### src/rtl/clock_divider_ff.sv
// Integer clock divider: produces a near-50% duty divided clock and a
// one-cycle strobe on each of its rising edges. DIV == 1 passes clk through.
`timescale 1ns/1ps
module clock_divider_ff #(
  parameter int unsigned CLK_FREQ    = 50000000,
  parameter int unsigned SAMPLE_RATE = 48000
) (
  input  logic clk,
  input  logic rst_n,
  output logic out,
  output logic tick
);

  localparam int unsigned DIV_RAW = CLK_FREQ / SAMPLE_RATE;
  localparam int unsigned DIV     = (DIV_RAW == 0) ? 1 : DIV_RAW;
  localparam int unsigned CW      = (DIV <= 2) ? 1 : $clog2(DIV);
  localparam int unsigned HI      = DIV - (DIV / 2);

  generate
    if (DIV == 1) begin : g_bypass
      // No slower clock exists; the input clock is gated by reset.
      assign out  = clk & rst_n;
      assign tick = rst_n;
    end else begin : g_div
      localparam logic [CW-1:0] CNT_MAX = CW'(DIV - 1);
      localparam logic [CW-1:0] CNT_HI  = CW'(HI);

      logic [CW-1:0] cnt;
      logic [CW-1:0] cnt_next;
      logic          out_q;
      logic          tick_q;

      always_comb begin
        cnt_next = '0;
        if (cnt != CNT_MAX) begin
          cnt_next = cnt + CW'(1);
        end
      end

      // Reset parks the counter at its last value so the first edge wraps to 0.
      always_ff @(posedge clk or negedge rst_n) begin
        if (!rst_n) begin
          cnt    <= CNT_MAX;
          out_q  <= 1'b0;
          tick_q <= 1'b0;
        end else begin
          cnt    <= cnt_next;
          out_q  <= (cnt_next < CNT_HI);
          tick_q <= (cnt_next == '0);
        end
      end

      assign out  = out_q;
      assign tick = tick_q;
    end
  endgenerate

endmodule

### config.mk
export PLATFORM = sky130hd
export DESIGN_NAME = clock_divider_ff
export DESIGN_NICKNAME = d
export VERILOG_FILES = /design/src/rtl/clock_divider_ff.sv
export SDC_FILE = /design/constraint.sdc
export NUM_CORES = 1
export LEC_CHECK = 0
export CORE_MARGIN = 3
export CORE_UTILIZATION = 55
export CTS_BUF_LIST = sky130_fd_sc_hd__clkbuf_4 sky130_fd_sc_hd__clkbuf_8 sky130_fd_sc_hd__clkbuf_16
export DETAILED_ROUTE_END_ITERATION = 6
export MAX_ROUTING_LAYER = met4
export PLACE_DENSITY = 0.74
export RECOVER_POWER = 25
export SLEW_MARGIN = 10
export SYNTH_ARGS = -nofsm -noshare
export SYNTH_HDL_FRONTEND = slang
export SYNTH_SLANG_ARGS = --single-unit
### constraint.sdc
create_clock -name clk -period 1.85 [get_ports clk]
set_input_delay 0.2775 -clock clk [delete_from_list [all_inputs] [get_ports clk]]
set_output_delay 0.2775 -clock clk [all_outputs]
set_load 0.02 [all_outputs]
## Yosys cells after proc, flatten, opt, wreduce, memory -nomap -nowiden

Index checks and enable logic that the tools add are counted.

- Word-level logic and storage cells: 8
- ROM bits: 0
- Bits in writable memories: 0
- Register bits after elaboration: 13
- Latch bits: 0
- Memories kept: 0
- Input bits: 2

- Equal/unequal tests: 1
- Bitwise gates (word level): 0
- Shift operators: 0
- Divide/modulo/power cells: 0
- $mul: 0
- Mux-type cells: 1
- Add/sub/neg operators: 1
- $lt $le $gt $ge: 1
- Reduce and logical (&&, ||, !) cells: 1

Operators with widths:

| cell | number |
|---|---|
| 11-bit by 1-bit adder with 11-bit output (second input constant) | 1 |
| 11-bit logical NOT | 1 |
| 11-bit by 10-bit less-than comparator with 1-bit output (second input constant) | 1 |
| 11-bit two-way mux | 1 |
| 11-bit inequality test (second input constant) | 1 |

## Longest topological paths before layout

Gate-level depths: netlist of run 1.

- Depth after elaboration: 3
- Gate-level depth with buffers: 7
- Depth with buffers taken out: 7

## Worst setup path before layout of run 1

OpenSTA, ideal clock, no wires.

- Path type: register to register
- Start: reg g_div.cnt[0]
- End: reg g_div.tick_q (netlist: tick)
- Library setup time: 0.122 ns
- Arrival: 1.419 ns
- Buffers on the path: 0
- Clock period less this slack: 1.541 ns
- Cell stages (with the launch flop): 7
- Setup slack: 0.309 ns
- Cells stage by stage: dfrtp_1 > ha_1 > nand3_1 > nor4b_2 > a211o_1 > a41oi_2 > nor3_2

- Cells in the longest elaborated chain, start to end: 3
- Elaborated cells between the ends (all ways): 4
- Classes of those cells: 1 x add/sub; 1 x eq/ne; 1 x mux; 1 x reduce/logical

Ends and longest elaborated chain:

| item | RTL line | RTL |
|---|---|---|
| start: declaration | 28 | `logic [CW-1:0] cnt;` |
| start signal: assignment | 47 | `cnt <= cnt_next;` |
| 11-bit by 1-bit adder with 11-bit output or 11-bit inequality test (tied branches) | 36, 35 |  |
| 11-bit two-way mux * | 35 | `if (cnt != CNT_MAX) begin` |
| 11-bit logical NOT * | 49 | `tick_q <= (cnt_next == '0);` |
| end signal: assignment | 49 |  |
| end: declaration | 31 | `logic tick_q;` |

Mark *: on every way between the ends. The rest lies on a longest branch, timed or not.

## Final worst setup path of run 1

- Start: reg g_div.cnt[0]
- End: reg g_div.out_q (netlist: out)

- Cells in the longest elaborated chain, start to end: 3
- Elaborated cells between the ends (all ways): 4
- Classes of those cells: 1 x add/sub; 1 x order compare; 1 x eq/ne; 1 x mux

Ends and longest elaborated chain:

| item | RTL line | RTL |
|---|---|---|
| 11-bit by 1-bit adder with 11-bit output or 11-bit inequality test (tied branches) | 36, 35 |  |
| 11-bit two-way mux * | 35 |  |
| 11-bit by 10-bit less-than comparator with 1-bit output * | 48 | `out_q <= (cnt_next < CNT_HI);` |
| end signal: assignment | 48 |  |
| end: declaration | 30 | `logic out_q;` |

Marks and branches as above.

==> results of run 1 <==
where the power goes:
part / total, mW / switching, mW / internal [mW]
combinational: 0.00681 / 0.00537 / 0.00144
sequential: 0.284 / 0 / 0.284
clock: 0.192 / 0.0940 / 0.0984
total: 0.483 / 0.0993 / 0.384
area by class of cell:
cell class / instances / area share [%]
Multi-Input combinational cell: 56 / 49.0
Tap cell: 14 / 2.11
Inverter: 5 / 2.26
Sequential cell: 13 / 39.4
Clock buffer: 4 / 3.61
Timing Repair Buffer: 3 / 3.61
cell families (layout without fill, tap and decap cells):
kind of cell             count (synthesis)  in the layout
adder cells (fa/ha/maj)                  3              3
AO/OA/AOI/OAI                           10             10
XOR/XNOR                                 9              9
multiplexers                             1              1
flip-flops                              13             13
AND/OR/NAND/NOR                         33             33
buffers and inverters                   10             12
registers in the layout, indices dropped and copies added, names as in the netlist:
register,count
out,1
tick,1
g_div.cnt,11
how the worst max path moves through the flow:
| stage | end | cells after the start |
|---|---|---|
| after floorplan | tick | 6 |
| after global placement | tick | 6 |
| after detailed placement | tick | 6 |
| after CTS | tick | 6 |
| after global routing | out | 6 |
| final | out | 6 |
metrics by stage:
step / setup WS, ns / hold slack, ns / std cells
final: 0.154 / 0.435 / 95
after global routing: 0.0178 / 0.463 / 95
after CTS: 0.133 / 0.381 / 95
after detailed placement: 0.149 / 0.574 / 91
after global placement: 0.177 / 0.564 / 91
after floorplan: 0.309 / -0.0181 / 79
layout by cell type, fill, tap and decap left out, types with 3 or more instances in the layout:
cell type and n:
inv_1 5, clkbuf_4 4, xnor2_1 5, nor2_1 8
xor2_1 4, nand2_1 3, dfrtp_1 11, nand3_1 4
and3_1 3
metal layers:
| layer | global-route usage [%] | up-vias |
|---|---|---|
| li1 | - | 279 |
| met1 | 24.4 | 283 |
| met2 | 24.7 | 19 |
| met3 | 5.39 | 2 |
| met4 | 13.3 | 0 |
| met5 | - | - |
what timing repair did:
| action | CTS | global route |
|---|---|---|
| hold buffers | 0 | 0 |
| buffers inserted | 0 | 0 |
| setup endpoints to repair | 0 | 1 |
| resized for setup | 0 | 2 |
==> results.json, run 1 <==
{
  "cts_max_path_buffers": 2,
  "coreArea_um2": 1220,
  "final-seq-area_um2": 328,
  "critPathArrivalTime_ns": 1.91,
  "met1_length_um": 678,
  "yosysSeqAreaShare_pct": 41.9,
  "cts-root-buf": "clkbuf_4",
  "final_layout_size_suffix_gt1_share_pct": 19.8,
  "synth.distinct_cells": 32,
  "r2r_cells": 6,
  "async_reset_ff_share_pct": 100,
  "post-dp-hpwl_um": 1070,
  "dr.pass1.iters": 4,
  "maxSlewHeadroom_pct": 60.2,
  "vias": 583,
  "routed_wl_um": 1460,
  "setup_viol": 0,
  "critPathTopFamily": "flip-flops",
  "synth_simple_gate_area_share_pct": 25.6,
  "clock_sinks": 13,
  "outcome": "finished clean",
  "grt_pass1_vias": 568,
  "num-nets-final": 87,
  "numCtsBuffers": 3,
  "fin_area_um2": 832,
  "rsz0062_at_grt": "false",
  "fmax_mhz": 590,
  "drv_slew": 0,
  "yosysTopAreaCell": "dfrtp_1",
  "grt_max_degree": 14,
  "die_h_um": 43.7,
  "finClkSkew_ns": 0.00372,
  "crit_path_max_fanout": 8,
  "muxShareOfSynthArea_pct": 1.44,
  "peakVddDrop_v": 0.000503,
  "p_per_area_nw_per_um2": 581,
  "synth_seq_cells": 13,
  "fillCellCount": 91,
  "synth_compound_area_share_pct": 9.76,
  "synth-edff-count": 0,
  "setup-tns-final_ns": 0,
  "synth.top_cell.area_share_pct": 35.2,
  "antenna_left": 0,
  "start_util_pct": 64.3,
  "place.port_buffers": 3,
  "yosysMostFrequentCell": "dfrtp_1",
  "synth_cells": 79,
  "viasPerCell": 6.14,
  "met2_length_um": 671,
  "start_kind": "flip-flop",
  "io_pins": 4,
  "antenna_cells": 0,
  "crit_required_ns": 2.06,
  "overflow": 0,
  "min_path_type": "input port to async pin",
  "clock_latency_ns": 0.28,
  "worst_path_max_delay_cell": "dfrtp_1",
  "dr_wl_met3_um": 79,
  "drv_cap": 0,
  "synth_warnings": 0,
  "grt_pass1_wl_um": 2540,
  "cp-end-kind": "flip-flop",
  "h-tree-depth": 1,
  "cpMostUsedCell": "o22ai_1",
  "power.leakage_nw": 0.387,
  "place_area_um2": 798,
  "syn_nets": 84,
  "hold_viol": 0,
  "synthFlopType": "dfrtp_1",
  "worst_pin_slew_ns": 0.595,
  "num_rows": 12,
  "fp.dieArea_um2": 1910,
  "synth_top_family_by_area": "simple AND/OR/NAND/NOR gates",
  "antenna_found_initial": 0,
  "syn_area_per_cell_um2": 9.90,
  "multi_input_area_um2": 408,
  "routedWlPerCell_um": 15.3,
  "critPathMaxStageDelay_ns": 0.48,
  "worst-setup-path-type": "flip-flop to flip-flop",
  "die_x_um": 43.7,
  "synth_area_um2": 782,
  "gp_congestion": 0.831,
  "clk_pin_slew_worst_paths_ns": 0.08,
  "drtIter0Drc": 13,
  "reg2reg_to": "out",
  "finalPower_uw": 483,
  "post-route-period-util_pct": 91.7,
  "finalCriticalPeriod_ns": 1.70,
  "synth_fa_ha_area_share_pct": 4.80,
  "drcViolationCount": 0,
  "synth-xor-area-share_pct": 10.1,
  "timing.rr.start": "g_div.cnt[0]",
  "utilization_pct": 68.4,
  "synth_area_leaders": "dfrtp_1 (35%), dfstp_2 (6.7%), xnor2_1 (5.6%)",
  "reg2reg_slack_ns": 0.15,
  "area.growth.synth_to_final_pct": 6.40,
  "grt.total_usage_pct": 18.9,
  "crit_buf_inv": 1,
  "cts_tree": "done",
  "crit_chain": "inv_1, ha_1, or3_1, o22ai_1, o22ai_1, o21ai_1",
  "synth_common_cells": "dfrtp_1 (11), nor2_1 (8), inv_1 (5), xnor2_1 (5)",
  "cp-startpoint": "g_div.cnt[0]",
  "top_layer_used": "met4"
}
(Power assumes the default switching activity.)
==> run 2, diff against run 1 <==
Settings changed: PLACE_DENSITY 0.74 to unset, PLACE_DENSITY_LB_ADDON set to 0.15.
==> run 2 against run 1 <==
Effect of this change:
- register-to-register slack about the same
- clock skew down 0.0027 ns
- fmax is 0.49% higher
- critical path depth unchanged
- global-route usage shrank 0.42 points
- sequential power is essentially flat
- hold slack got worse by 0.0075 ns
- largest cell class unchanged
- largest power group unchanged
==> results.json, run 2 (synthesized netlist as in run 1, its figures left out) <==
{
  "outcome": "finished clean",
  "registers.top_by_ff_count": "g_div.cnt",
  "power_frac_clock_pct": 40.1,
  "viasPerCell": 6.40,
  "critPathTopFamily": "simple AND/OR/NAND/NOR gates",
  "coreArea_um2": 1220,
  "postCtsHoldBufs": 0,
  "h-tree-depth": 1,
  "grt_max_degree": 14,
  "critPathArrivalTime_ns": 1.90,
  "finalCriticalPeriod_ns": 1.69,
  "final_layout_size_suffix_gt1_share_pct": 20.7,
  "io_pins": 4,
  "worst_pin_slew_ns": 0.577,
  "final_common_cell": "dfrtp_1",
  "cts_max_path_buffers": 2,
  "drv_cap": 0,
  "routedWlPerCell_um": 15.3,
  "post-dp-hpwl_um": 1070,
  "gp_congestion": 0.814,
  "antenna_found_initial": 0,
  "fillCellCount": 98,
  "crit_required_ns": 2.06,
  "largest_reg_flops": 11,
  "intPower_uw": 384,
  "hold_viol": 0,
  "p_per_area_nw_per_um2": 578,
  "fp.dieArea_um2": 1910,
  "cp-end-kind": "flip-flop",
  "num-nets-final": 88,
  "cp-startpoint": "g_div.cnt[1]",
  "antenna_left": 0,
  "grt_pass1_vias": 573,
  "grt.total_usage_pct": 18.4,
  "clock_latency_ns": 0.28,
  "cts_resized": 0,
  "fin_area_um2": 840,
  "switching_share_pct": 20.8,
  "maxSlewHeadroom_pct": 61.4,
  "num_rows": 12,
  "switchingPower_uw": 101,
  "place.port_buffers": 3,
  "crit_path_max_fanout": 7,
  "dr.pass1.iters": 4,
  "worst_path_max_delay_cell": "dfrtp_1",
  "hold_ws_ns": 0.427,
  "overflow": 0,
  "clk_pin_slew_worst_paths_ns": 0.08,
  "start_kind": "flip-flop",
  "antenna_cells": 0,
  "drtIter0Drc": 23,
  "crit_chain": "ha_2, nand3_1, nor4b_2, a211o_1, a41oi_2, nor3_2",
  "crit_buf_inv": 0,
  "peakVddDrop_v": 0.000436,
  "cts_tree": "done",
  "vias": 614,
  "numCtsBuffers": 3,
  "place_area_um2": 806,
  "post_cts_buffers": 0,
  "start_util_pct": 64.3,
  "cts-root-buf": "clkbuf_4",
  "finClkSkew_ns": 0.00106,
  "drcViolationCount": 0,
  "critPathMaxStageDelay_ns": 0.46,
  "die_x_um": 43.7,
  "grt_pass1_wl_um": 2500,
  "final_cell_mix": "dfrtp_1 (10), nor2_1 (8), xnor2_1 (5), inv_1 (5)",
  "p_seq_share_pct": 58.6,
  "drv_slew": 0,
  "fmax_mhz": 593,
  "timing.rr.start": "g_div.cnt[1]",
  "worst-setup-path-type": "flip-flop to flip-flop",
  "die_h_um": 43.7,
  "routed_wl_um": 1470,
  "power.leakage_nw": 0.393,
  "post-route-period-util_pct": 91.2,
  "power_frac_comb_pct": 1.4,
  "multi_input_area_um2": 407,
  "setup-tns-final_ns": 0,
  "area.growth.synth_to_final_pct": 7.36,
  "rsz0062_at_grt": "false",
  "setup_viol": 0,
  "final-seq-area_um2": 329,
  "clock_sinks": 13,
  "min_path_type": "input port to async pin"
}
==> run 2: cell types whose count changed in the layout (fill, tap and decap cells not counted) <==
cell | before | now
buf_4 | 0 | 1
dfrtp_1 | 11 | 10
dfrtp_2 | 0 | 1
and3_1 | 3 | 4
and3_2 | 1 | 0
==> run 2: through the flow <==
step	utilization (%)	instances	power (mW)	worst slack [ns]
CTS	68.7	96	0.489	0.0923
global route	69.0	96	0.501	0.0306
floorplan	-	79	0.290	0.309
detailed placement	66.3	92	0.297	0.115
finish	69.0	96	0.485	0.162
global placement	66.3	92	0.297	0.167
==> run 2: routing by layer <==
| metal | routed length [µm] | global-route usage, % |
|---|---|---|
| met5 | 0 | - |
| met4 | 27 | 7.23 |
| met3 | 93 | 3.73 |
| met2 | 658 | 27.9 |
| met1 | 694 | 24.0 |
==> run 2: worst register-to-register path, cell delays in order, from the launching register on <==
cell and delay (ns):
dfrtp_1 0.46, ha_2 0.28, nand3_1 0.17, nor4b_2 0.28, a211o_1 0.18, a41oi_2 0.13, nor3_2 0.12
==> run 2: worst paths after layout <==
kind | to | slack (ns) | cells after the start
min in group clk | g_div.cnt[0] | 0.53 | 1
max reg2reg | tick | 0.16 | 6
min reg2reg | g_div.cnt[0] | 0.53 | 1
max | tick | 0.16 | 6
max in group asynchronous | g_div.cnt[0] | 1.02 | 1
min | g_div.cnt[1] | 0.43 | 1
==> run 2: cell type report <==
type	instances	area share [%]
Sequential cell	13	39.2
Timing Repair Buffer	4	4.47
Inverter	5	2.24
Multi-Input combinational cell	56	48.4
Tap cell	14	2.09
Clock buffer	4	3.58
==> run 2: power groups by stage <==
stage / registers, mW / clock network (mW) / logic [mW]
2_1_floorplan: 0.290 / 0 / 0.000000227
3_3_place_gp: 0.290 / 0 / 0.00758
3_5_place_dp: 0.290 / 0 / 0.00768
4_1_cts: 0.284 / 0.197 / 0.00769
5_1_grt: 0.284 / 0.209 / 0.00777
6_report: 0.284 / 0.194 / 0.00665
==> run 3, diff against run 2 <==
Settings changed: CTS_CLUSTER_SIZE set to 14.
==> results of run 3 <==
No change in the layout: final DEF, timing and power equal those of run 2.
